<file path="config.mk">
export PLATFORM = sky130hd
export DESIGN_NAME = rs_free_tracker
export DESIGN_NICKNAME = d
export VERILOG_FILES = /design/src/rtl/rs_pkg.sv /design/src/rtl/onehot_enc.sv /design/src/rtl/rs_free_tracker.sv
export SDC_FILE = /design/constraint.sdc
export NUM_CORES = 1
export LEC_CHECK = 0
export CAP_MARGIN = 25
export CORE_MARGIN = 2
export CORE_UTILIZATION = 35
export CTS_CLUSTER_SIZE = 10
export DETAILED_ROUTE_END_ITERATION = 16
export GPL_TIMING_DRIVEN = 0
export PLACE_DENSITY = 0.76
export SYNTH_ARGS = -nofsm -noshare
export SYNTH_HDL_FRONTEND = slang
export SYNTH_SLANG_ARGS = --single-unit
</file>
<file path="constraint.sdc">
create_clock -name i_clock -period 6.4 [get_ports i_clock]
set_input_delay 0.96 -clock i_clock [delete_from_list [all_inputs] [get_ports i_clock]]
set_output_delay 0.96 -clock i_clock [all_outputs]
set_load 0.01 [all_outputs]
</file>
<file path="src/rtl/rs_pkg.sv">
// rs_pkg: shared reservation-station sizing constants and entry index type
package rs_pkg;
  localparam int RS_WIDTH = 16;
  localparam int DISPATCH_WIDTH = 3;
  localparam int RS_IDX_W = $clog2(RS_WIDTH);
  localparam int RS_CNT_W = $clog2(RS_WIDTH + 1);
  typedef logic [RS_IDX_W-1:0] rs_idx_t;
endpackage

</file>
<file path="src/rtl/onehot_enc.sv">
// onehot_enc: one-hot (or zero) vector to binary index plus valid; index is 0 when no bit set
module onehot_enc import rs_pkg::*; #(
  parameter int W = RS_WIDTH,
  parameter int IW = $clog2(W)
) (
  input  logic [W-1:0]  i_onehot,
  output logic [IW-1:0] o_idx,
  output logic          o_valid
);
  assign o_valid = |i_onehot;
  always_comb begin
    o_idx = '0;
    for (int i = 0; i < W; i++) if (i_onehot[i]) o_idx = o_idx | IW'(i);
  end
endmodule

</file>
<file path="src/rtl/rs_free_tracker.sv">
// rs_free_tracker: RS free-entry vector with grant-driven allocation, release, flush and stall.
// Define RS_FREE_TRACKER_CHECK_EN to enable the sticky protocol error flag o_err.
module rs_free_tracker import rs_pkg::*; #(
  parameter int WIDTH = RS_WIDTH,
  parameter int REQS = DISPATCH_WIDTH,
  localparam int IDX_W = $clog2(WIDTH),
  localparam int CNT_W = $clog2(WIDTH + 1)
) (
  input  logic                    i_clock,
  input  logic                    i_reset,
  output logic [WIDTH-1:0]        o_free_vec,
  input  logic [REQS*WIDTH-1:0]   i_gnt_bus,
  input  logic [REQS-1:0]         i_alloc_valid,
  output logic [REQS-1:0]         o_alloc_ok,
  output logic [REQS*IDX_W-1:0]   o_alloc_idx,
  input  logic [WIDTH-1:0]        i_release_mask,
  input  logic                    i_flush,
  output logic [CNT_W-1:0]        o_free_cnt,
  output logic                    o_stall,
  output logic                    o_err
);
  logic [WIDTH-1:0] w_slice [REQS];
  logic [REQS-1:0]  w_ok;
  logic [WIDTH-1:0] w_alloc_mask, w_next, r_free;
  logic [CNT_W-1:0] r_cnt;

  function automatic logic [CNT_W-1:0] popcnt(input logic [WIDTH-1:0] v);
    popcnt = '0;
    for (int i = 0; i < WIDTH; i++) popcnt = popcnt + CNT_W'(v[i]);
  endfunction

  for (genvar k = 0; k < REQS; k++) begin : g_slot
    assign w_slice[k] = i_gnt_bus[(k+1)*WIDTH-1 -: WIDTH];
    onehot_enc #(.W(WIDTH), .IW(IDX_W)) u_enc (
      .i_onehot(w_slice[k]),
      .o_idx   (o_alloc_idx[k*IDX_W +: IDX_W]),
      .o_valid (w_ok[k])
    );
  end
  assign o_alloc_ok = w_ok;

  always_comb begin
    w_alloc_mask = '0;
    for (int k = 0; k < REQS; k++) w_alloc_mask = w_alloc_mask | (w_slice[k] & {WIDTH{i_alloc_valid[k]}});
  end
  // release is OR-ed after the alloc clear so it wins on a shared bit
  assign w_next = i_flush ? '1 : (r_free & ~w_alloc_mask) | i_release_mask;

  always_ff @(posedge i_clock) begin
    if (i_reset) begin
      r_free <= '1;
      r_cnt  <= CNT_W'(WIDTH);
    end else begin
      r_free <= w_next;
      r_cnt  <= popcnt(w_next);
    end
  end

  assign o_free_vec = r_free;
  assign o_free_cnt = r_cnt;
  assign o_stall    = int'(r_cnt) < REQS;

`ifdef RS_FREE_TRACKER_CHECK_EN
  logic             w_multi, w_overlap, w_busy_gnt, w_dup_rel, w_not_therm, w_no_gnt, w_bad, r_err;
  logic [WIDTH-1:0] w_seen;
  always_comb begin
    w_multi    = 1'b0;
    w_overlap  = 1'b0;
    w_busy_gnt = 1'b0;
    w_seen     = '0;
    for (int k = 0; k < REQS; k++) begin
      w_multi    = w_multi | (|(w_slice[k] & (w_slice[k] - WIDTH'(1))));
      w_overlap  = w_overlap | (|(w_slice[k] & w_seen));
      w_busy_gnt = w_busy_gnt | (|(w_slice[k] & ~r_free));
      w_seen     = w_seen | w_slice[k];
    end
  end
  assign w_dup_rel   = |(i_release_mask & r_free);
  assign w_not_therm = |(i_alloc_valid & (i_alloc_valid + REQS'(1)));
  assign w_no_gnt    = |(i_alloc_valid & ~w_ok);
  assign w_bad       = w_multi | w_overlap | w_busy_gnt | w_dup_rel | w_not_therm | w_no_gnt;
  always_ff @(posedge i_clock) r_err <= i_reset ? 1'b0 : (r_err | w_bad);
  assign o_err = r_err;
`ifndef SYNTHESIS
  int unsigned r_cyc;
  always_ff @(posedge i_clock) begin
    r_cyc <= i_reset ? 0 : r_cyc + 1;
    if (!i_reset && w_bad)
      $display("rs_free_tracker: cycle %0d protocol error multi=%0b overlap=%0b busy_gnt=%0b dup_rel=%0b not_therm=%0b no_gnt=%0b",
               r_cyc, w_multi, w_overlap, w_busy_gnt, w_dup_rel, w_not_therm, w_no_gnt);
  end
`endif
`else
  assign o_err = 1'b0;
`endif
endmodule

</file>
# Yosys cells after proc, flatten, opt, wreduce, memory -nomap -nowiden
# Index checks and enable logic that the tools add are counted.
# word_totals
reg_bits,21
input_bits,70
out_inout_bits,38
word_cells,75
# op_classes
add_sub_neg,15
magnitude_cmp,1
muxes,46
n_bitwise,8
n_reduce_logical,3
# op_table
op,count
$mux W4,24
$and A16 B16 Y16,4
$add A5 B1 Y5,11
$or A16 B16 Y16,3
$reduce_or A16 Y1,3
$mux W3,12
$mux W16,1
$not A16 Y16,1
$mux W2,6
$add A4 B1 Y5,1
$lt A5 B2 Y1 const B,1
$add A3 B1 Y4,1
$add A2 B1 Y3,1
$mux W1,3
$add A1 B1 Y2,1

# Logic depth before layout (Yosys ltp)
# Gate-level depths: netlist (run 1).
# depth
ltp_word,22
ltp_mapped,15

# Hierarchy
# Synthesis (run 1) repeated with hierarchy kept, for this count alone.
# unflattened
cells_unflattened,175
hier_area_um2,1581.5
# modules_own_cells
module,n_inst,cells_each,area_per_inst_um2,seq_area_each_um2
rs_free_tracker,1,136,1348.8,420.4
onehot_enc,3,13,77.6,0.0

# Worst setup path before layout (run 1)
# Ideal clock, no wire load.
# synth_timing
path_kind,input port to flip-flop
from,input port i_alloc_valid[1]
to,register r_cnt[4] (netlist: o_free_cnt[4])
setup_ps,114
t_arrival_ps,4654
t_required_ps,6286
path_slack_ps,1632
cell_stages,15
n_path_buf,2
path_cell_list,buf_4 -> buf_8 -> a22oi_1 -> a311oi_1 -> fa_1 -> inv_1 -> fa_1 -> fa_1 -> inv_1 -> fa_1 -> inv_1 -> ha_1 -> fa_1 -> a21o_1 -> a21o_1
# synth_between
elab_chain_cells,22
# synth_rtl
element,line,text
from (decl),rs_free_tracker.sv:13,"input logic [REQS-1:0] i_alloc_valid,"
$and A16 B16 Y16 *,rs_free_tracker.sv:44,for (int k = 0; k < REQS; k++) w_alloc_mask = w_alloc_mask | (w_slice[k] & {WIDTH{i_alloc_valid[k]}});
$or A16 B16 Y16 * (2 in a row),rs_free_tracker.sv:44,
$not A16 Y16 *,rs_free_tracker.sv:47,assign w_next = i_flush ? '1 : (r_free & ~w_alloc_mask) | i_release_mask;
$and A16 B16 Y16 *,rs_free_tracker.sv:47,
$or A16 B16 Y16 *,rs_free_tracker.sv:47,
$mux W16 *,rs_free_tracker.sv:47,
$add A1 B1 Y2,rs_free_tracker.sv:29,for (int i = 0; i < WIDTH; i++) popcnt = popcnt + CNT_W'(v[i]);
$add A2 B1 Y3,rs_free_tracker.sv:29,
$add A3 B1 Y4,rs_free_tracker.sv:29,
$add A4 B1 Y5,rs_free_tracker.sv:29,
$add A5 B1 Y5 (10 in a row),rs_free_tracker.sv:29,
$add A5 B1 Y5 *,rs_free_tracker.sv:29,
to (signal assigned),rs_free_tracker.sv:52,r_cnt <= CNT_W'(WIDTH);
to (signal assigned),rs_free_tracker.sv:55,r_cnt <= popcnt(w_next);
to (decl),rs_free_tracker.sv:25,logic [CNT_W-1:0] r_cnt;
# Mark *: on every way between the ends. The rest lies on a longest branch, timed or not.
# A chain may end at the register's enable or synchronous reset.

# Worst setup path after layout (run 1)
# layout_timing
from,input port i_flush
to,register r_cnt[4] (netlist: o_free_cnt[4])
# layout_between
elab_chain_cells,16
# layout_rtl
element,line,text
from (decl),rs_free_tracker.sv:17,"input logic i_flush,"
$mux W16 *,rs_free_tracker.sv:47,
$add A1 B1 Y2,rs_free_tracker.sv:29,
$add A2 B1 Y3,rs_free_tracker.sv:29,
$add A3 B1 Y4,rs_free_tracker.sv:29,
$add A4 B1 Y5,rs_free_tracker.sv:29,
$add A5 B1 Y5 (10 in a row),rs_free_tracker.sv:29,
$add A5 B1 Y5 *,rs_free_tracker.sv:29,
# Marks and branches as above.

==> results of run 1 <==
==> metal layers <==
| layer | part of all wire (%) | GRT usage, % |
|---|---|---|
| met5 | 0 | 0 |
| met3 | 10 | 4.70 |
| met4 | 2.3 | 7.76 |
| met1 | 39 | 29.8 |
| met2 | 48 | 41.4 |
==> layout by cell type (no fill, tap or decap), types with 5 or more instances in the layout <==
| cell type | n |
|---|---|
| ha_1 | 5 |
| nand2_1 | 26 |
| buf_4 | 7 |
| or2_1 | 6 |
| dfxtp_1 | 21 |
| inv_1 | 13 |
| a22oi_1 | 16 |
| nor4_1 | 21 |
| clkdlybuf4s50_1 | 103 |
| fa_1 | 10 |
| a311o_1 | 8 |
| nand2b_1 | 8 |
| a311oi_1 | 8 |
==> synth_stat cells, drive strengths merged, types with 5 or more instances <==
cell type,number
a311o,8
a22oi,16
buf,10
a311oi,8
or2,8
fa,10
nand2,28
nand2b,8
inv,13
ha,5
dfxtp,21
nor4,21
==> registers in the layout (all words and copies together), names as in the netlist <==
| register | cells |
|---|---|
| o_free_vec | 16 |
| o_free_cnt | 5 |
==> metrics by stage <==
step	utilization [%]	hold slack [ps]	worst slack [ps]	power (mW)	instance area [µm²]
6_report	62.4	546	1190	0.500	2700
5_1_grt	62.4	586	899	0.546	2700
3_3_place_gp	61.3	526	938	0.415	2650
4_1_cts	62.4	548	1180	0.505	2700
2_1_floorplan	-	567	1630	0.301	1550
3_5_place_dp	61.3	523	905	0.421	2650
==> layout make-up <==
cell class	count	area share, %
inverters	13	1.81
clock inverters	1	0.186
well taps	52	2.41
multi-input cells	128	36.3
plain buffers	13	3.90
repair buffers	103	38.2
flip-flops and latches	21	15.6
clock buffers	3	1.53
==> path summary, 6_finish.rpt <==
kind | startpoint | end | depth (start not counted)
worst max-delay path | i_flush | o_free_cnt[4] | 14
worst min-delay path | o_free_vec[1] | o_free_vec[1] | 2
worst min register to register | o_free_vec[1] | o_free_vec[1] | 2
worst max register to register | o_free_vec[3] | o_free_cnt[4] | 12
==> critical path: stages <==
cell and delay [ps]:
clkdlybuf4s50_1 540, clkbuf_1 280, a311oi_1 480, fa_1 510, inv_1 80, fa_1 430
fa_1 540, inv_1 50, fa_1 490, inv_1 40, ha_1 210, fa_1 410
a21o_1 180, a21o_1 170
==> where the power goes <==
part | switching (mW) | internal [mW] | leakage (nW)
clock network | 0.0410 | 0.0433 | 0.0255
logic | 0.112 | 0.146 | 0.807
registers | 0.00860 | 0.149 | 0.173
==> cells by family after synthesis <==
family	synth area share [%]
multiplexers	0.725
buffers and inverters	9.90
adder cells (fa/ha/maj)	16.9
AO/OA/AOI/OAI	19.7
XOR/XNOR	0.564
AND/OR/NAND/NOR	24.9
flip-flops	27.1
other	0.241
==> flow_summary.ini, run 1 <==
[timing]
worstMarginPinSlew_ps = 563
fmaxAchievable_mhz = 192
final.period_utilization_pct = 81.5
rsz0062_at_grt = false
fin_crit_ps = 5210
setup_tns_ps = 0
clock-skew-final_ps = 2.33
setup_viol = 0
drv_slew = 0
finalHoldViolations = 0
max-slew-margin-rel_pct = 62.1

[worst_setup_path]
required_ps = 6560
arrival_ps = 5370
r2r_slack_ps = 2440
cp_max_fo = 10
critPathKind = in -> reg
endpoint_kind = register
cp-start-kind = input pin

[logic_synthesis]
synth_edf_count = 0
synth_cells = 175
synth.distinct_cells = 26
synth_ff_type = dfxtp_1
synth_seq_cells = 21
ys_seq_area_share_pct = 27.1
syn-num-nets = 260
syn_avg_cell_area_um2 = 8.88
synth.area.top_cells = dfxtp_1, fa_1, nor4_1
synth_top_cell_by_area = dfxtp_1
synth_top_area_share_pct = 27.1
synth_area_mm2 = 0.00155
yosys_warnings = 0
synthArstFlopShare_pct = 0

[die]
start_util_pct = 35.9
rows = 24
die_w_um = 70.6
die_area_mm2 = 0.00499
fp.coreArea_mm2 = 0.00432
ioPinCount = 108
die_h_um = 70.6

[grt]
grt_max_degree = 13
grt_pass1_wl_um = 9460
grt.total_usage_pct = 23.9
grt_pass1_vias = 1941
antenna_found_initial = 0
gr-total-overflow = 0

[clocking]
postCtsSetupBuffers = 0
cts_resized = 0
clockBufferDepth = 2
numCtsBuffers = 3
clk_latency_ps = 260
cts_htree_levels = 1
clk_pin_slew_ps = 70
ctsRootBufferMaster = clkbuf_8
cts_tree = done
cts.sinks = 21
postCtsHoldBufs = 0

[final_layout]
fillers = 394
multi_input_area_um2 = 980
areaGrowthSynthToFinish_pct = 73.5
insertedDiodeCount = 0
seq_area_um2 = 420
finalNonFillerCells = 334
drive_above_1_share_pct = 6.74
nNetsFinal = 368

[drt]
wirelength_um = 5860
post-route-drc-count = 0
drt_iter0_drc = 95
num_vias = 1863
drt_pass1_iterations = 5
via_per_inst = 5.58
drtAntennaViolNets = 0
routedWlPerCell_um = 17.5

[power]
pwr_density_cell_mw_per_mm2 = 185
p_leak_nw = 1.00
ir_drop_mv = 0.118

[place]
dp_cells = 330
place_hpwl_um = 4930
gp_congestion = 0.943
port_buffers = 103

[run_status]
status = finished, final reports clean

[min_path]
hp-class = reg -> reg

[run]
maxCapViolCount = 0
Power figures use the tool's default switching activity.
==> run 2: changes to the inputs <==
==> constraint.sdc (replaced) <==
create_clock -name i_clock -period 4.8 [get_ports i_clock]
set_input_delay 0.72 -clock i_clock [delete_from_list [all_inputs] [get_ports i_clock]]
set_output_delay 0.72 -clock i_clock [all_outputs]
set_load 0.01 [all_outputs]
==> run 2 against run 1 <==
Against the previous run: global-route usage grew 0.21 points; hold slack gained 0.85 ps; clock power grew 34%; sequential share of layout area shrank 0.38 points; largest cell class unchanged; highest routed layer unchanged; critical endpoint unchanged; cell count grew 0.30%; sequential power grew 34%; non-clock buffer count grew 1; wire length grew 0.15%; clock-buffer cell count is the same.
==> flow_summary.ini, run 2 (synthesis results as in run 1) <==
[grt]
gr-total-overflow = 0
antenna_found_initial = 0
grt.total_usage_pct = 24.1
met1_usage_pct = 29.9
grt_pass1_vias = 1956
use_met2_pct = 41.5
grt_max_degree = 13
grt_pass1_wl_um = 9540
use_met3_pct = 4.99
busiest_layer = met2

[final_layout]
layout_common_cells = clkdlybuf4s50_1, nand2_1, nor4_1, dfxtp_1
final_common_cell = clkdlybuf4s50_1
areaGrowthSynthToFinish_pct = 77.9
fillers = 380
insertedDiodeCount = 0
post-route-util_pct = 63.9
largest_reg_flops = 16
finalNonFillerCells = 335
nNetsFinal = 369
drive_above_1_share_pct = 11.0

[timing]
setup_ws_ps = 181
fin_crit_ps = 4620
final.period_utilization_pct = 96.2
setup_viol = 0
max-slew-margin-rel_pct = 64.7
rsz0062_at_grt = false
fmaxAchievable_mhz = 216
finalHoldViolations = 0
drv_slew = 0
clock-skew-final_ps = 2.24
worstMarginPinSlew_ps = 525

[drt]
num_vias = 1830
wirelength_um = 5870
drt_iter0_drc = 72
drtAntennaViolNets = 0
routedWlPerCell_um = 17.5
via_per_inst = 5.46
drt_pass1_iterations = 4
post-route-drc-count = 0

[place]
place_hpwl_um = 4930
dp_worst_setup_slack_ps = -455
gp_congestion = 0.943
dp_cells = 330
port_buffers = 103

[worst_setup_path]
crit_buf_inv = 3
cp_num_cells = 13
reg2reg_depth = 11
crit_slowest_cell = fa_1
cp_cell_sequence = clkdlybuf4s50_1 > a22oi_1 > a311o_1 > fa_1 > fa_1 > fa_1 > inv_1 > fa_1 > inv_1 > ha_1 > fa_2 > a21o_1 > a21o_1
cp_top_family = adder cells
required_ps = 4960
cp_max_fo = 3
critPathKind = in -> reg
path_common_cell = fa_1
cp-start-kind = input pin
max_stage_delay_ps = 580
arrival_ps = 4780
endpoint_kind = register

[clocking]
cts_htree_levels = 1
postCtsHoldBufs = 0
clk_pin_slew_ps = 70
clk_latency_ps = 260
cts_tree = done
numCtsBuffers = 3
ctsRootBufferMaster = clkbuf_8
clockBufferDepth = 2
cts.sinks = 21

[power]
pwr_density_cell_mw_per_mm2 = 244
ir_drop_mv = 0.159
total_power_mw = 0.675
p_leak_nw = 1.03

[min_path]
whs_path_depth = 2
hp-class = reg -> reg

[die]
start_util_pct = 35.9
fp.coreArea_mm2 = 0.00432
rows = 24
die_w_um = 70.6
die_h_um = 70.6
ioPinCount = 108
die_area_mm2 = 0.00499

[run_status]
status = finished, final reports clean

[run]
maxCapViolCount = 0
## run 2: through the flow
stage               hold WS [ps]  cell area, µm²  TNS [ps]
floorplan                    567            1550         0
CTS                          548            2720         0
finish                       547            2760         0
global route                 590            2760         0
detailed placement           523            2650     -1460
global placement             526            2650     -1350
## run 2: worst paths after layout
check | from | endpoint | slack [ps]
hold / removal | o_free_vec[1] | o_free_vec[1] | 550
setup / recovery | i_gnt_bus[37] | o_free_cnt[4] | 180
hold reg to reg | o_free_vec[1] | o_free_vec[1] | 550
setup reg to reg | o_free_vec[5] | o_free_cnt[4] | 1020
## run 2: repair_timing
action                                  in CTS  in global routing
gates resized for setup                      6                  8
pin swaps                                    0                  1
buffers inserted                             0                  1
endpoints found under the setup margin       3                  3
## run 2: power breakdown
part,internal (mW),switching [mW],total [mW]
registers,0.199,0.0118,0.211
clock network,0.0577,0.0549,0.113
logic,0.198,0.153,0.352
## run 2: final cells by class
type / count / area (µm²) / area share (%)
Timing Repair Buffer: 104 / 1040 / 37.6
Inverter: 13 / 48.8 / 1.77
Clock inverter: 1 / 5.00 / 0.181
Sequential cell: 21 / 420 / 15.2
Buffer: 13 / 109 / 3.94
Multi-Input combinational cell: 128 / 1030 / 37.4
Clock buffer: 3 / 41.3 / 1.49
Tap cell: 52 / 65.1 / 2.35
## run 2: worst min-delay path: cells and delay by family, from the launching register on
| kind | cells | cell delay [ps] |
|---|---|---|
| AOI/OAI and AO/OA | 1 | 110 |
| and+or+nand+nor | 1 | 60 |
| DFF | 1 | 350 |
## run 2: layer usage
| layer | wire length (µm) | up-vias |
|---|---|---|
| li1 | - | 866 |
| met1 | 2290 | 848 |
| met2 | 2810 | 95 |
| met3 | 572 | 21 |
| met4 | 195 | 0 |
| met5 | 0 | - |
==> run 3: changes to the inputs <==
--- a/config.mk
+++ b/config.mk
@@ -5,13 +5,15 @@
 export SDC_FILE = /design/constraint.sdc
 export NUM_CORES = 1
 export LEC_CHECK = 0
+export ABC_AREA = 1
+export ABC_CLOCK_PERIOD_IN_PS = 4800
 export CAP_MARGIN = 25
 export CORE_MARGIN = 2
-export CORE_UTILIZATION = 35
+export CORE_UTILIZATION = 38
 export CTS_CLUSTER_SIZE = 10
 export DETAILED_ROUTE_END_ITERATION = 16
 export GPL_TIMING_DRIVEN = 0
-export PLACE_DENSITY = 0.76
+export PLACE_DENSITY = 0.78
 export SYNTH_ARGS = -nofsm -noshare
 export SYNTH_HDL_FRONTEND = slang
 export SYNTH_SLANG_ARGS = --single-unit
==> run 3 against run 2 <==
Against the previous run: first-iteration DRC count grew 83%; hold slack lost 21 ps; register-to-register slack lost 100 ps; clock skew shrank 0.70 ps; clock-buffer cell count grew 1.
==> flow_summary.ini, run 3 <==
[run_status]
status = finished, final reports clean

[worst_setup_path]
critPathKind = in -> reg
endpoint_kind = register
cp_top_family = adder cells
crit_slowest_cell = fa_1
arrival_ps = 4700
crit_buf_inv = 4
path_common_cell = fa_1
cp_max_fo = 3
required_ps = 4940
cp_cell_sequence = clkdlybuf4s50_1 > nand2_1 > nand4_1 > and2_1 > fa_1 > inv_1 > fa_1 > fa_1 > inv_1 > fa_1 > inv_1 > ha_1 > fa_1 > nand2_1 > nand2_1 > nor2_1 > a21oi_1
max_stage_delay_ps = 540
cp-start-kind = input pin

[die]
die_h_um = 72.1
die_area_mm2 = 0.00520
die_w_um = 72.1
fp.coreArea_mm2 = 0.00441
start_util_pct = 40.0
rows = 24
ioPinCount = 108

[logic_synthesis]
synth_top_cells_by_count = nand2_1, nor2_1, inv_1
syn-num-nets = 351
synth.area.top_cells = dfxtp_1, nand2_1, nor2_1
synth_top_cell_by_area = dfxtp_1
ys_seq_area_share_pct = 23.8
synth_area_mm2 = 0.00176
synth_top_area_share_pct = 23.8
yosys.cell_count.top_type = nand2_1
synth_edf_count = 0
syn_avg_cell_area_um2 = 6.63
synth_ff_type = dfxtp_1
synthArstFlopShare_pct = 0
yosys_warnings = 0
synth_cells = 266
synth.distinct_cells = 23
synth_seq_cells = 21

[grt]
grt_max_degree = 12
antenna_found_initial = 0
grt.total_usage_pct = 24.7
gr-total-overflow = 0
grt_pass1_vias = 2100
grt_pass1_wl_um = 10100

[drt]
via_per_inst = 5.03
drt_iter0_drc = 132
wirelength_um = 6490
routedWlPerCell_um = 15.3
drt_pass1_iterations = 5
post-route-drc-count = 0
num_vias = 2131
drtAntennaViolNets = 0

[timing]
whs_ps = 526
clock-skew-final_ps = 1.54
rsz0062_at_grt = false
finalHoldViolations = 0
fin_crit_ps = 4560
fmaxAchievable_mhz = 219
final.period_utilization_pct = 95.1
drv_slew = 0
setup_viol = 0

[final_layout]
nNetsFinal = 458
insertedDiodeCount = 0
final_common_cell = clkdlybuf4s50_1
largest_reg_flops = 16
drive_above_1_share_pct = 6.45
layout_common_cells = clkdlybuf4s50_1, nand2_1, nor2_1
areaGrowthSynthToFinish_pct = 64.1

[power]
ir_drop_mv = 0.277
total_power_mw = 0.698
pwr_density_cell_mw_per_mm2 = 241
p_leak_nw = 1.24

[place]
gp_congestion = 0.934
place_hpwl_um = 5590
port_buffers = 102

[run]
maxCapViolCount = 0

[min_path]
hp-class = reg -> reg

[clocking]
cts_htree_levels = 1
clk_latency_ps = 250
clk_pin_slew_ps = 70
cts_tree = done
ctsRootBufferMaster = clkbuf_8
postCtsSetupBuffers = 0
cts.sinks = 21
cts_resized = 0
postCtsHoldBufs = 0
numCtsBuffers = 3
clockBufferDepth = 2
## run 3: changes by cell type after synthesis, sizes merged, moves of 16 or more
cell / delta
nor4: -20
nand2: +48
nand4: +20
nor2: +58
a22oi: -16
nand3: +21
## run 3: worst paths after layout
kind         cells after the start             to  slack (ps)           start
max                             17  o_free_cnt[4]         240   i_gnt_bus[11]
min                              2  o_free_vec[9]         530   o_free_vec[9]
max reg2reg                     15  o_free_cnt[4]         920  o_free_vec[11]
min reg2reg                      2  o_free_vec[9]         530   o_free_vec[9]
## run 3: final cells by class
cell class | count | area, µm²
clock buffers | 4 | 45.0
well taps | 52 | 65.1
repair buffers | 102 | 1020
plain buffers | 13 | 128
fillers | 432 | 1520
inverters | 23 | 86.3
multi-input cells | 209 | 1130
flip-flops and latches | 21 | 420
## run 3: layer usage
metal  up-vias  routed length, µm  GRT usage, %
li1       1062                  -             -
met1       943               2780          33.8
met5         -                  0             0
met4         0                 58          2.73
met3         8                584          3.06
met2       118               3070          43.1
## run 3: worst register-to-register path, delay by kind of cell (launching register included)
family	cells	cell delay, ps
fa+ha+maj	6	2670
compound gates	1	50
buf+inv	3	160
simple gates	5	560
flops	1	340
## run 3: through the flow
step                      std cells  util [%]  setup TNS [ps]  worst slack [ps]  area (µm²)
after floorplan                 266         -               0               515        1760
after global placement          420      64.6               0              20.7        2850
after detailed placement        420      64.6           -31.7             -31.7        2850
after CTS                       424      65.6               0               226        2900
after global routing            424      65.6               0              55.2        2900
final                           424      65.6               0               237        2900
## run 3: logic make-up after synthesis
| logic type | Yosys count | synth area share [%] |
|---|---|---|
| AND/OR/NAND/NOR | 189 | 47.7 |
| AO/OA/AOI/OAI | 4 | 1.28 |
| buffers and inverters | 36 | 12.1 |
| other | 1 | 0.213 |
| flip-flops | 21 | 23.8 |
| adder cells (fa/ha/maj) | 15 | 14.9 |
## run 3: where the power goes
group	total (mW)	switching, mW	internal, mW
clock	0.111	0.0518	0.0589
combinational	0.376	0.186	0.190
sequential	0.212	0.0124	0.199
